File: src/rtl/vga_fb_arbiter.sv
// vga_fb_arbiter
// Owns the single command port of a synchronous framebuffer RAM. Display
// scan-out reads always win the slot; writer requests queue in a small FIFO
// and drain into slots the display leaves idle. All memory commands and
// display return data are registered.
module vga_fb_arbiter #(
  parameter int ADDR_W       = 19,
  parameter int DATA_W       = 6,
  parameter int WFIFO_DEPTH  = 4,
  parameter int STARVE_LIMIT = 800
) (
  input  logic                          clk,
  input  logic                          rst_n,
  // display read side
  input  logic                          disp_req,
  input  logic [ADDR_W-1:0]             disp_addr,
  output logic                          disp_rvalid,
  output logic [DATA_W-1:0]             disp_rdata,
  // pixel writer side
  input  logic                          wr_valid,
  output logic                          wr_ready,
  input  logic [ADDR_W-1:0]             wr_addr,
  input  logic [DATA_W-1:0]             wr_data,
  // framebuffer RAM command port
  output logic                          mem_en,
  output logic                          mem_we,
  output logic [ADDR_W-1:0]             mem_addr,
  output logic [DATA_W-1:0]             mem_wdata,
  input  logic [DATA_W-1:0]             mem_rdata,
  // status
  output logic                          wr_starved,
  output logic [$clog2(WFIFO_DEPTH):0]  fifo_level
);

  localparam int PTR_W = $clog2(WFIFO_DEPTH);
  localparam int LVL_W = PTR_W + 1;
  localparam int ENT_W = ADDR_W + DATA_W;
  localparam int CNT_W = $clog2(STARVE_LIMIT + 1);

  localparam logic [LVL_W-1:0] DEPTH_C = LVL_W'(WFIFO_DEPTH);
  localparam logic [CNT_W-1:0] LIMIT_C = CNT_W'(STARVE_LIMIT);

  // What the RAM port is used for in the current cycle.
  typedef enum logic [1:0] {
    SLOT_IDLE  = 2'd0,
    SLOT_READ  = 2'd1,
    SLOT_WRITE = 2'd2
  } slot_e;

  slot_e slot;

  // write FIFO bookkeeping
  logic [PTR_W-1:0] wr_ptr_q, wr_ptr_d;
  logic [PTR_W-1:0] rd_ptr_q, rd_ptr_d;
  logic [LVL_W-1:0] level_q, level_d;
  logic             push;
  logic             pop;
  logic             fifo_empty;
  logic [ENT_W-1:0] head;

  logic [WFIFO_DEPTH-1:0][ENT_W-1:0] slot_vec;
  logic [WFIFO_DEPTH-1:0]            slot_load;

  // registered RAM command
  logic              mem_en_q, mem_en_d;
  logic              mem_we_q, mem_we_d;
  logic [ADDR_W-1:0] mem_addr_q, mem_addr_d;
  logic [DATA_W-1:0] mem_wdata_q, mem_wdata_d;

  // read-return pipeline: stage 1 = command on the port, stage 2 = data on mem_rdata
  logic              rd_v1_q, rd_v1_d;
  logic              rd_v2_q, rd_v2_d;
  logic              rvalid_q, rvalid_d;
  logic [DATA_W-1:0] rdata_q, rdata_d;

  // starvation tracking
  logic [CNT_W-1:0]  starve_cnt_q, starve_cnt_d;
  logic              starved_q, starved_d;

  assign fifo_empty = (level_q == '0);
  assign wr_ready   = (level_q != DEPTH_C);
  assign push       = wr_valid && wr_ready;
  assign head       = slot_vec[rd_ptr_q];

  // FIFO storage: one register per entry, loaded when the write pointer
  // selects it. Contents are only meaningful while counted in level_q, so
  // the storage itself needs no reset.
  for (genvar gi = 0; gi < WFIFO_DEPTH; gi++) begin : g_slot
    logic [ENT_W-1:0] entry_q, entry_d;

    assign slot_load[gi] = push && (wr_ptr_q == PTR_W'(gi));
    assign slot_vec[gi]  = entry_q;

    // capture the incoming request when this entry is the push target
    always_comb begin
      entry_d = entry_q;
      if (slot_load[gi]) begin
        entry_d = {wr_addr, wr_data};
      end
    end

    // entry storage register
    always_ff @(posedge clk) begin
      entry_q <= entry_d;
    end
  end

  // slot arbitration: display first, then a queued write, else idle
  always_comb begin
    slot = SLOT_IDLE;
    if (disp_req) begin
      slot = SLOT_READ;
    end else if (!fifo_empty) begin
      slot = SLOT_WRITE;
    end
  end

  assign pop = (slot == SLOT_WRITE);

  // FIFO pointer and occupancy update; push+pop leaves the level unchanged
  always_comb begin
    wr_ptr_d = wr_ptr_q + PTR_W'(push);
    rd_ptr_d = rd_ptr_q + PTR_W'(pop);
    level_d  = level_q;
    case ({push, pop})
      2'b10:   level_d = level_q + LVL_W'(1);
      2'b01:   level_d = level_q - LVL_W'(1);
      default: level_d = level_q;
    endcase
  end

  // next RAM command; an idle slot keeps address and data stable
  always_comb begin
    mem_en_d    = 1'b0;
    mem_we_d    = 1'b0;
    mem_addr_d  = mem_addr_q;
    mem_wdata_d = mem_wdata_q;
    case (slot)
      SLOT_READ: begin
        mem_en_d   = 1'b1;
        mem_addr_d = disp_addr;
      end
      SLOT_WRITE: begin
        mem_en_d                  = 1'b1;
        mem_we_d                  = 1'b1;
        {mem_addr_d, mem_wdata_d} = head;
      end
      default: begin
        mem_en_d = 1'b0;
      end
    endcase
  end

  // read-return pipeline; returned pixel is captured only for real reads
  always_comb begin
    rd_v1_d  = (slot == SLOT_READ);
    rd_v2_d  = rd_v1_q;
    rvalid_d = rd_v2_q;
    rdata_d  = rdata_q;
    if (rd_v2_q) begin
      rdata_d = mem_rdata;
    end
  end

  // starvation counter: counts reads that beat a waiting write, any pop clears it
  always_comb begin
    starve_cnt_d = starve_cnt_q;
    if (pop) begin
      starve_cnt_d = '0;
    end else if ((slot == SLOT_READ) && !fifo_empty && (starve_cnt_q != LIMIT_C)) begin
      starve_cnt_d = starve_cnt_q + CNT_W'(1);
    end
    starved_d = (starve_cnt_d == LIMIT_C);
  end

  // FIFO control registers
  always_ff @(posedge clk or negedge rst_n) begin
    if (!rst_n) begin
      wr_ptr_q <= '0;
      rd_ptr_q <= '0;
      level_q  <= '0;
    end else begin
      wr_ptr_q <= wr_ptr_d;
      rd_ptr_q <= rd_ptr_d;
      level_q  <= level_d;
    end
  end

  // RAM command registers
  always_ff @(posedge clk or negedge rst_n) begin
    if (!rst_n) begin
      mem_en_q    <= 1'b0;
      mem_we_q    <= 1'b0;
      mem_addr_q  <= '0;
      mem_wdata_q <= '0;
    end else begin
      mem_en_q    <= mem_en_d;
      mem_we_q    <= mem_we_d;
      mem_addr_q  <= mem_addr_d;
      mem_wdata_q <= mem_wdata_d;
    end
  end

  // read-return registers; reset drops reads that are still in flight
  always_ff @(posedge clk or negedge rst_n) begin
    if (!rst_n) begin
      rd_v1_q  <= 1'b0;
      rd_v2_q  <= 1'b0;
      rvalid_q <= 1'b0;
      rdata_q  <= '0;
    end else begin
      rd_v1_q  <= rd_v1_d;
      rd_v2_q  <= rd_v2_d;
      rvalid_q <= rvalid_d;
      rdata_q  <= rdata_d;
    end
  end

  // starvation registers
  always_ff @(posedge clk or negedge rst_n) begin
    if (!rst_n) begin
      starve_cnt_q <= '0;
      starved_q    <= 1'b0;
    end else begin
      starve_cnt_q <= starve_cnt_d;
      starved_q    <= starved_d;
    end
  end

  assign mem_en      = mem_en_q;
  assign mem_we      = mem_we_q;
  assign mem_addr    = mem_addr_q;
  assign mem_wdata   = mem_wdata_q;
  assign disp_rvalid = rvalid_q;
  assign disp_rdata  = rdata_q;
  assign wr_starved  = starved_q;
  assign fifo_level  = level_q;

endmodule

File: config.mk
export PLATFORM = sky130hd
export DESIGN_NAME = vga_fb_arbiter
export DESIGN_NICKNAME = d
export VERILOG_FILES = /design/src/rtl/vga_fb_arbiter.sv
export SDC_FILE = /design/constraint.sdc
export NUM_CORES = 1
export LEC_CHECK = 0
export ABC_AREA = 1
export BUFFER_PORTS_ARGS = -buffer_cell sky130_fd_sc_hd__buf_2
export CORE_MARGIN = 2
export CORE_UTILIZATION = 55
export CTS_CLUSTER_SIZE = 16
export DETAILED_ROUTE_END_ITERATION = 10
export HOLD_SLACK_MARGIN = 0.1
export PLACE_DENSITY = 0.86
export SKIP_CTS_REPAIR_TIMING = 1
export SYNTH_ARGS = -nofsm -noshare
export SYNTH_HDL_FRONTEND = slang
export SYNTH_SLANG_ARGS = --single-unit
File: constraint.sdc
create_clock -name clk -period 7.3 [get_ports clk]
set_input_delay 0.365 -clock clk [delete_from_list [all_inputs] [get_ports clk]]
set_output_delay 0.365 -clock clk [all_outputs]
set_load 0.02 [all_outputs]
---- Word level (Yosys, flattened, before mapping) ----
Index checks and enable logic that the tools add are counted.
cells by class
  $add $sub $neg .......................... 5
  $lt $le $gt $ge ......................... 1
  equal/unequal tests ..................... 10
  muxes and demuxes ....................... 10
  reduce and logical (&&, ||, !) cells .... 13
operator list
  cell                     count
  $bmux W25 S2             1
  $pmux W19 S2             1
  $mux W25                 1
  $mux W10                 2
  $add A10 B1 Y10 const B  1
  $eq A10 B10 Y1 const B   1
  $ne A10 B10 Y1 const B   1
  $eq A2 B2 Y1 const B     4
  $logic_and A1 B1 Y1      7
  $eq A2 B1 Y1 const B     3
  $pmux W3 S2              1
  $add A2 B1 Y2            2
  $mux W2                  2
  $reduce_bool A2 Y1       2
  $add A3 B1 Y3 const B    1
  $logic_not A3 Y1         1
  $lt A2 B3 Y1 const B     1
  $ne A3 B3 Y1 const B     1
  $sub A3 B1 Y3 const B    1
  $logic_not A2 Y1         1
  $mux W1                  2
  $reduce_or A2 Y1         1
  $logic_not A1 Y1         1
word-level totals
  flip-flop bits (word level) ............. 154
  input bits .............................. 54
  output and inout port bits .............. 39
  word-level logic and storage cells ...... 56

---- Depth between registers and ports, before layout ----
  depth in word-level cells ............... 9
  mapped depth ............................ 12
  mapped depth without buffers ............ 12

---- Worst setup path after synthesis ----
OpenSTA, ideal clock, no wires.
  path kind ............................... register to register
  start point ............................. register level_q[1] (netlist: fifo_level[1])
  end point ............................... register g_slot[0].entry_q[0] (enable)
  setup time .............................. 0.438 ns
  arrival ................................. 2.699 ns
  data required time ...................... 6.862 ns
  setup slack ............................. 4.163 ns
  stages on the path, launching flop included .. 5
  path buffers ............................ 0
  clock period less this slack ............ 3.137 ns
  cells stage by stage .................... dfrtp_1 nor2_4 nand2_1 nand2_1 nor3_1
on the way
  word-level cells in the longest chain between the ends .. 3
RTL lines
  element                 RTL line  text
  from (decl)             55        logic [LVL_W-1:0] level_q, level_d;
  from (signal assigned)  185       level_q <= level_d;
  $ne A3 B3 Y1            81        assign wr_ready = (level_q != DEPTH_C);
  named net wr_ready      21        output logic wr_ready,
  $logic_and A1 B1 Y1     82        assign push = wr_valid && wr_ready;
  $logic_and A1 B1 Y1     91        assign slot_load[gi] = push && (wr_ptr_q == PTR_W'(gi));
  named net slot_load[0]  62        logic [WFIFO_DEPTH-1:0] slot_load;
  to (signal assigned)    104       entry_q <= entry_d;
  to (decl)               89        logic [ENT_W-1:0] entry_q, entry_d;
The timed path passes the listed nets, and every way through them passes these cells.
A chain may end at the register's enable or synchronous reset.

---- Final worst setup path ----
  start point ............................. register level_q[2] (netlist: fifo_level[2])
  end point ............................... register level_q[2] (netlist: fifo_level[2])
on the way
  word-level cells in the longest chain between the ends .. 6
  elaborated cells between the ends (all ways) .. 12
  those cells by class .................... 2 x add/sub; 4 x eq/ne; 3 x mux; 3 x reduce/logical
RTL lines
  element                                                   RTL line  text
  $logic_not A3 Y1                                          80        assign fifo_empty = (level_q == '0);
  $mux W2                                                   113       end else if (!fifo_empty) begin
  $mux W2                                                   111       if (disp_req) begin
  $eq A2 B2 Y1                                              118       assign pop = (slot == SLOT_WRITE);
  $eq A2 B1 Y1 / $eq A2 B2 Y1 (equally long branches)       125       case ({push, pop})
  $pmux W3 S2 / $reduce_bool A2 Y1 (equally long branches)  --
Parallel ways exist; a longest one is shown, timed or not.

==> PnR_summary.wiki <==
{| class="wikitable"
! Metric !! Value
|-
| Synth Flop Type || sky130_fd_sc_hd__edfxtp_1
|-
| Share of final-layout standard cells stronger than drive strength 1 || 0.247
|-
| Setup slack of the worst register-to-register path || 4.38 ns
|-
| Clk network pwr share || 0.285
|-
| Internal power component || 1.97 mW
|-
| Met3 track demand over resource in global routing || 0.0552
|-
| Synth top cells by count || sky130_fd_sc_hd__edfxtp_1, sky130_fd_sc_hd__nor2_1, sky130_fd_sc_hd__nand2_1
|-
| Fraction of registers with async set or reset after synthesis || 0.351
|-
| Clock tree from TritonCTS || built
|-
| GRT Resource Usage Total || 0.242
|-
| Area delta synth->final || 18.6%
|-
| Depth of the CTS H-tree || 4
|-
| Clock transition time at the flip-flop clock pins of the worst setup and hold paths || 0.06 ns
|-
| RR Startpoint || fifo_level[2]
|-
| Final-report max-slew violation count || 0
|-
| Count of endpoints failing setup in the final report || 0
|-
| First-pass iteration count of the detailed router || 5
|-
| First-pass GRT wire length || 22900 um
|-
| Areal power density over the cells || 416 nW/um^2
|-
| Clock tree root driver cell || sky130_fd_sc_hd__clkbuf_16
|-
| Critical Path End Type || register
|-
| CTS sink cnt || 154
|-
| Total negative setup slack || 0 ns
|-
| Ratio of routed vias to standard cells || 5.78
|-
| Number of nets at the end of the flow || 686
|-
| Number of cells on the worst reg-to-reg path || 10
|-
| Max stage delay on crit path || 0.56 ns
|-
| Port Buffer Count || 92
|-
| Synthesized area divided by synthesized cell count || 11.7 sq um
|-
| Upper clock frequency limit || 342 MHz
|-
| Fillers || 769
|-
| Residual DRC count || 0
|-
| Synth Net Count || 599
|-
| Initial Utilization || 0.559
|-
| Global-route met1 utilization || 0.308
|-
| Area of the core || 11300 sq um
|-
| Overall overflow remaining after global route || 0
|-
| Largest area contributor in the netlist || sky130_fd_sc_hd__edfxtp_1
|-
| CP Class || register to register
|-
| Most Crowded Layer GR || met2
|-
| Cts bufs inserted || 17
|-
| Count of boundary I/O pins || 93
|-
| Warning count from the yosys run || 0
|-
| Critical path launch point type || register
|-
| Final critical-path share of the clock period || 0.400
|-
| Number of register bits inferred by synthesis || 154
|-
| Top-count cell post-synth || sky130_fd_sc_hd__edfxtp_1
|-
| Setup repair after global routing missed its margin || no
|-
| Run status || finished clean
|-
| Drt initial violations || 547
|-
| Min-delay worst type || input port to asynchronous set/reset pin
|-
| Vias in the first global route || 4543
|-
| Cell variety after synth || 33
|-
| Global Route met2 Usage || 0.395
|-
| Post-route minimum period || 2.92 ns
|-
| Arrival @ worst endpoint || 3.19 ns
|-
| Cell area after technology mapping || 6300 sq um
|-
| Critical path origin || fifo_level[2]
|-
| Switching power as a share of total power || 0.366
|-
| Relative contribution of combinational cells to total power || 0.298
|-
| Final antenna diode count || 0
|-
| Max Buffers Root-to-Sink || 2
|-
| Largest cells by area after synthesis || sky130_fd_sc_hd__edfxtp_1, sky130_fd_sc_hd__dfrtp_1, sky130_fd_sc_hd__nor2_1
|-
| PnR worst setup slack || 4.38 ns
|-
| Worst setup skew after layout || 0.00455 ns
|-
| Number of routed nets with antenna violations || 0
|-
| Initial antenna violation count || 0
|-
| Post-synth EDFFs || 100
|-
| Worst supply voltage drop on vdd || 212 uV
|-
| Chain of cells forming the critical path || inv_1 -> nand2_4 -> nand2_2 -> inv_2 -> ha_1 -> inv_1 -> fa_1 -> a21oi_1 -> o21ai_0 -> xor2_1
|-
| Final Hold Fails || 0
|-
| Routed Wire Length || 14400 um
|-
| Headroom to the max-slew limit || 0.247
|-
| Required time of the critical path || 7.57 ns
|-
| Half-perimeter wire length after placement || 8870 um
|-
| Worst-margin pin slew || 1.12 ns
|-
| Util after Layout || 0.663
|-
| Proportion of netlist area held by the largest area contributor || 0.477
|-
| Cell count after synthesis || 539
|-
| Static power due to leakage || 3.03 nW
|-
| Post-route worst hold slack || 0.0640 ns
|-
| Die span in x || 111 um
|-
| Critical path peak fanout || 36
|-
| Switching power || 1.14 mW
|-
| Cell Rows || 39
|-
| Cell repeated most along the worst path || sky130_fd_sc_hd__inv_1
|-
| R2R Path End || fifo_level[2]
|-
| Placement-stage worst setup slack || 4.08 ns
|-
| # Max-Cap Violations || 0
|-
| Die area || 12300 sq um
|-
| WL/cell || 18.4 um
|-
| Fraction of the yosys area taken by sequential cells || 0.691
|-
| Routability-driven placement congestion ratio || 0.885
|-
| Via total after detailed routing || 4521
|-
| CP max stage cell || sky130_fd_sc_hd__inv_2
|-
| Largest net degree at the start of global routing || 55
|-
| Later-pin clock latency in the skew report || 0.42 ns
|-
| Die height || 111 um
|-
| Proportion of power drawn by flip-flops and latches || 0.416
|}
## registers in the layout, summed over array words and instances (netlist names)
register and count:
fifo_level 3, starve_cnt_q 10, rd_ptr_q 2, rd_v2_q 1, mem_wdata 6, disp_rvalid 1
mem_addr 19, mem_we 1, wr_ptr_q 2, disp_rdata 6, wr_starved 1, rd_v1_q 1
g_slot.entry_q 100, mem_en 1
## layout by cell type (no fill, tap or decap), types with 5 or more instances in the layout
cell | Yosys | layout
sky130_fd_sc_hd__edfxtp_1 | 100 | 100
sky130_fd_sc_hd__buf_2 | 8 | 92
sky130_fd_sc_hd__nor2_1 | 76 | 76
sky130_fd_sc_hd__nand2_1 | 66 | 66
sky130_fd_sc_hd__o21ai_0 | 54 | 54
sky130_fd_sc_hd__dfrtp_1 | 54 | 54
sky130_fd_sc_hd__nand3_1 | 35 | 35
sky130_fd_sc_hd__inv_1 | 25 | 25
sky130_fd_sc_hd__nand4_1 | 22 | 22
sky130_fd_sc_hd__o22ai_1 | 19 | 19
sky130_fd_sc_hd__clkbuf_16 | 0 | 17
sky130_fd_sc_hd__xor2_1 | 6 | 6
sky130_fd_sc_hd__a31oi_1 | 6 | 6
sky130_fd_sc_hd__mux2_2 | 6 | 6
sky130_fd_sc_hd__buf_4 | 0 | 6
sky130_fd_sc_hd__nor2_2 | 5 | 5
sky130_fd_sc_hd__ha_1 | 5 | 5
## metrics by stage
step | cells | cell area [sq um] | power [mW]
floorplan | 539 | 6300 | 1.90
global placement | 750 | 6870 | 2.15
detailed placement | 750 | 6870 | 2.20
CTS | 782 | 7470 | 3.10
global route | 782 | 7470 | 3.26
finish | 782 | 7470 | 3.11
## kinds of logic after synthesis
family / share of synthesized area
flops: 0.691
simple gates: 0.160
fa+ha+maj: 0.0131
buf+inv: 0.0397
xor+xnor: 0.0125
mux: 0.0107
compound gates: 0.0727
## power groups by stage
stage,registers (mW),clock network (mW),logic [mW]
after floorplan,1.35,0,0.552
after global placement,1.30,0,0.855
after detailed placement,1.30,0,0.897
after CTS,1.29,0.891,0.922
after global routing,1.31,0.937,1.02
final,1.29,0.886,0.926
## critical path: cells and delay by family (launching register included)
family	cells	cell delay, ns
buffers and inverters	3	0.97
and+or+nand+nor	2	0.36
xor gates and xnor gates	1	0.16
AOI/OAI and AO/OA	2	0.25
DFF	1	0.37
adders and majority gates	2	0.65
## per-layer routing
| layer | up-vias | part of all wire |
|---|---|---|
| met3 | 45 | 0.072 |
| met5 | - | 0 |
| met4 | 0 | 0.035 |
| met1 | 2183 | 0.38 |
| li1 | 2059 | - |
| met2 | 234 | 0.51 |
## how the worst max path moves through the flow
stage	slack, ns	endpoint	cells past startpoint
floorplan	4.16	g_slot[0].entry_q[0]	4
global placement	4.14	fifo_level[2]	10
detailed placement	4.08	fifo_level[2]	10
CTS	4.40	fifo_level[2]	10
global route	4.19	fifo_level[2]	10
finish	4.38	fifo_level[2]	10
## final cells by class
cell class,instances,area [sq um],share of cell area
Multi-Input combinational cell,324,1710,0.229
Tap cell,143,179,0.0240
Timing Repair Buffer,98,505,0.0677
Sequential cell,154,4350,0.583
Clock inverter,15,173,0.0231
Inverter,31,120,0.0161
Clock buffer,17,425,0.0570
Power figures use the tool's default switching activity.
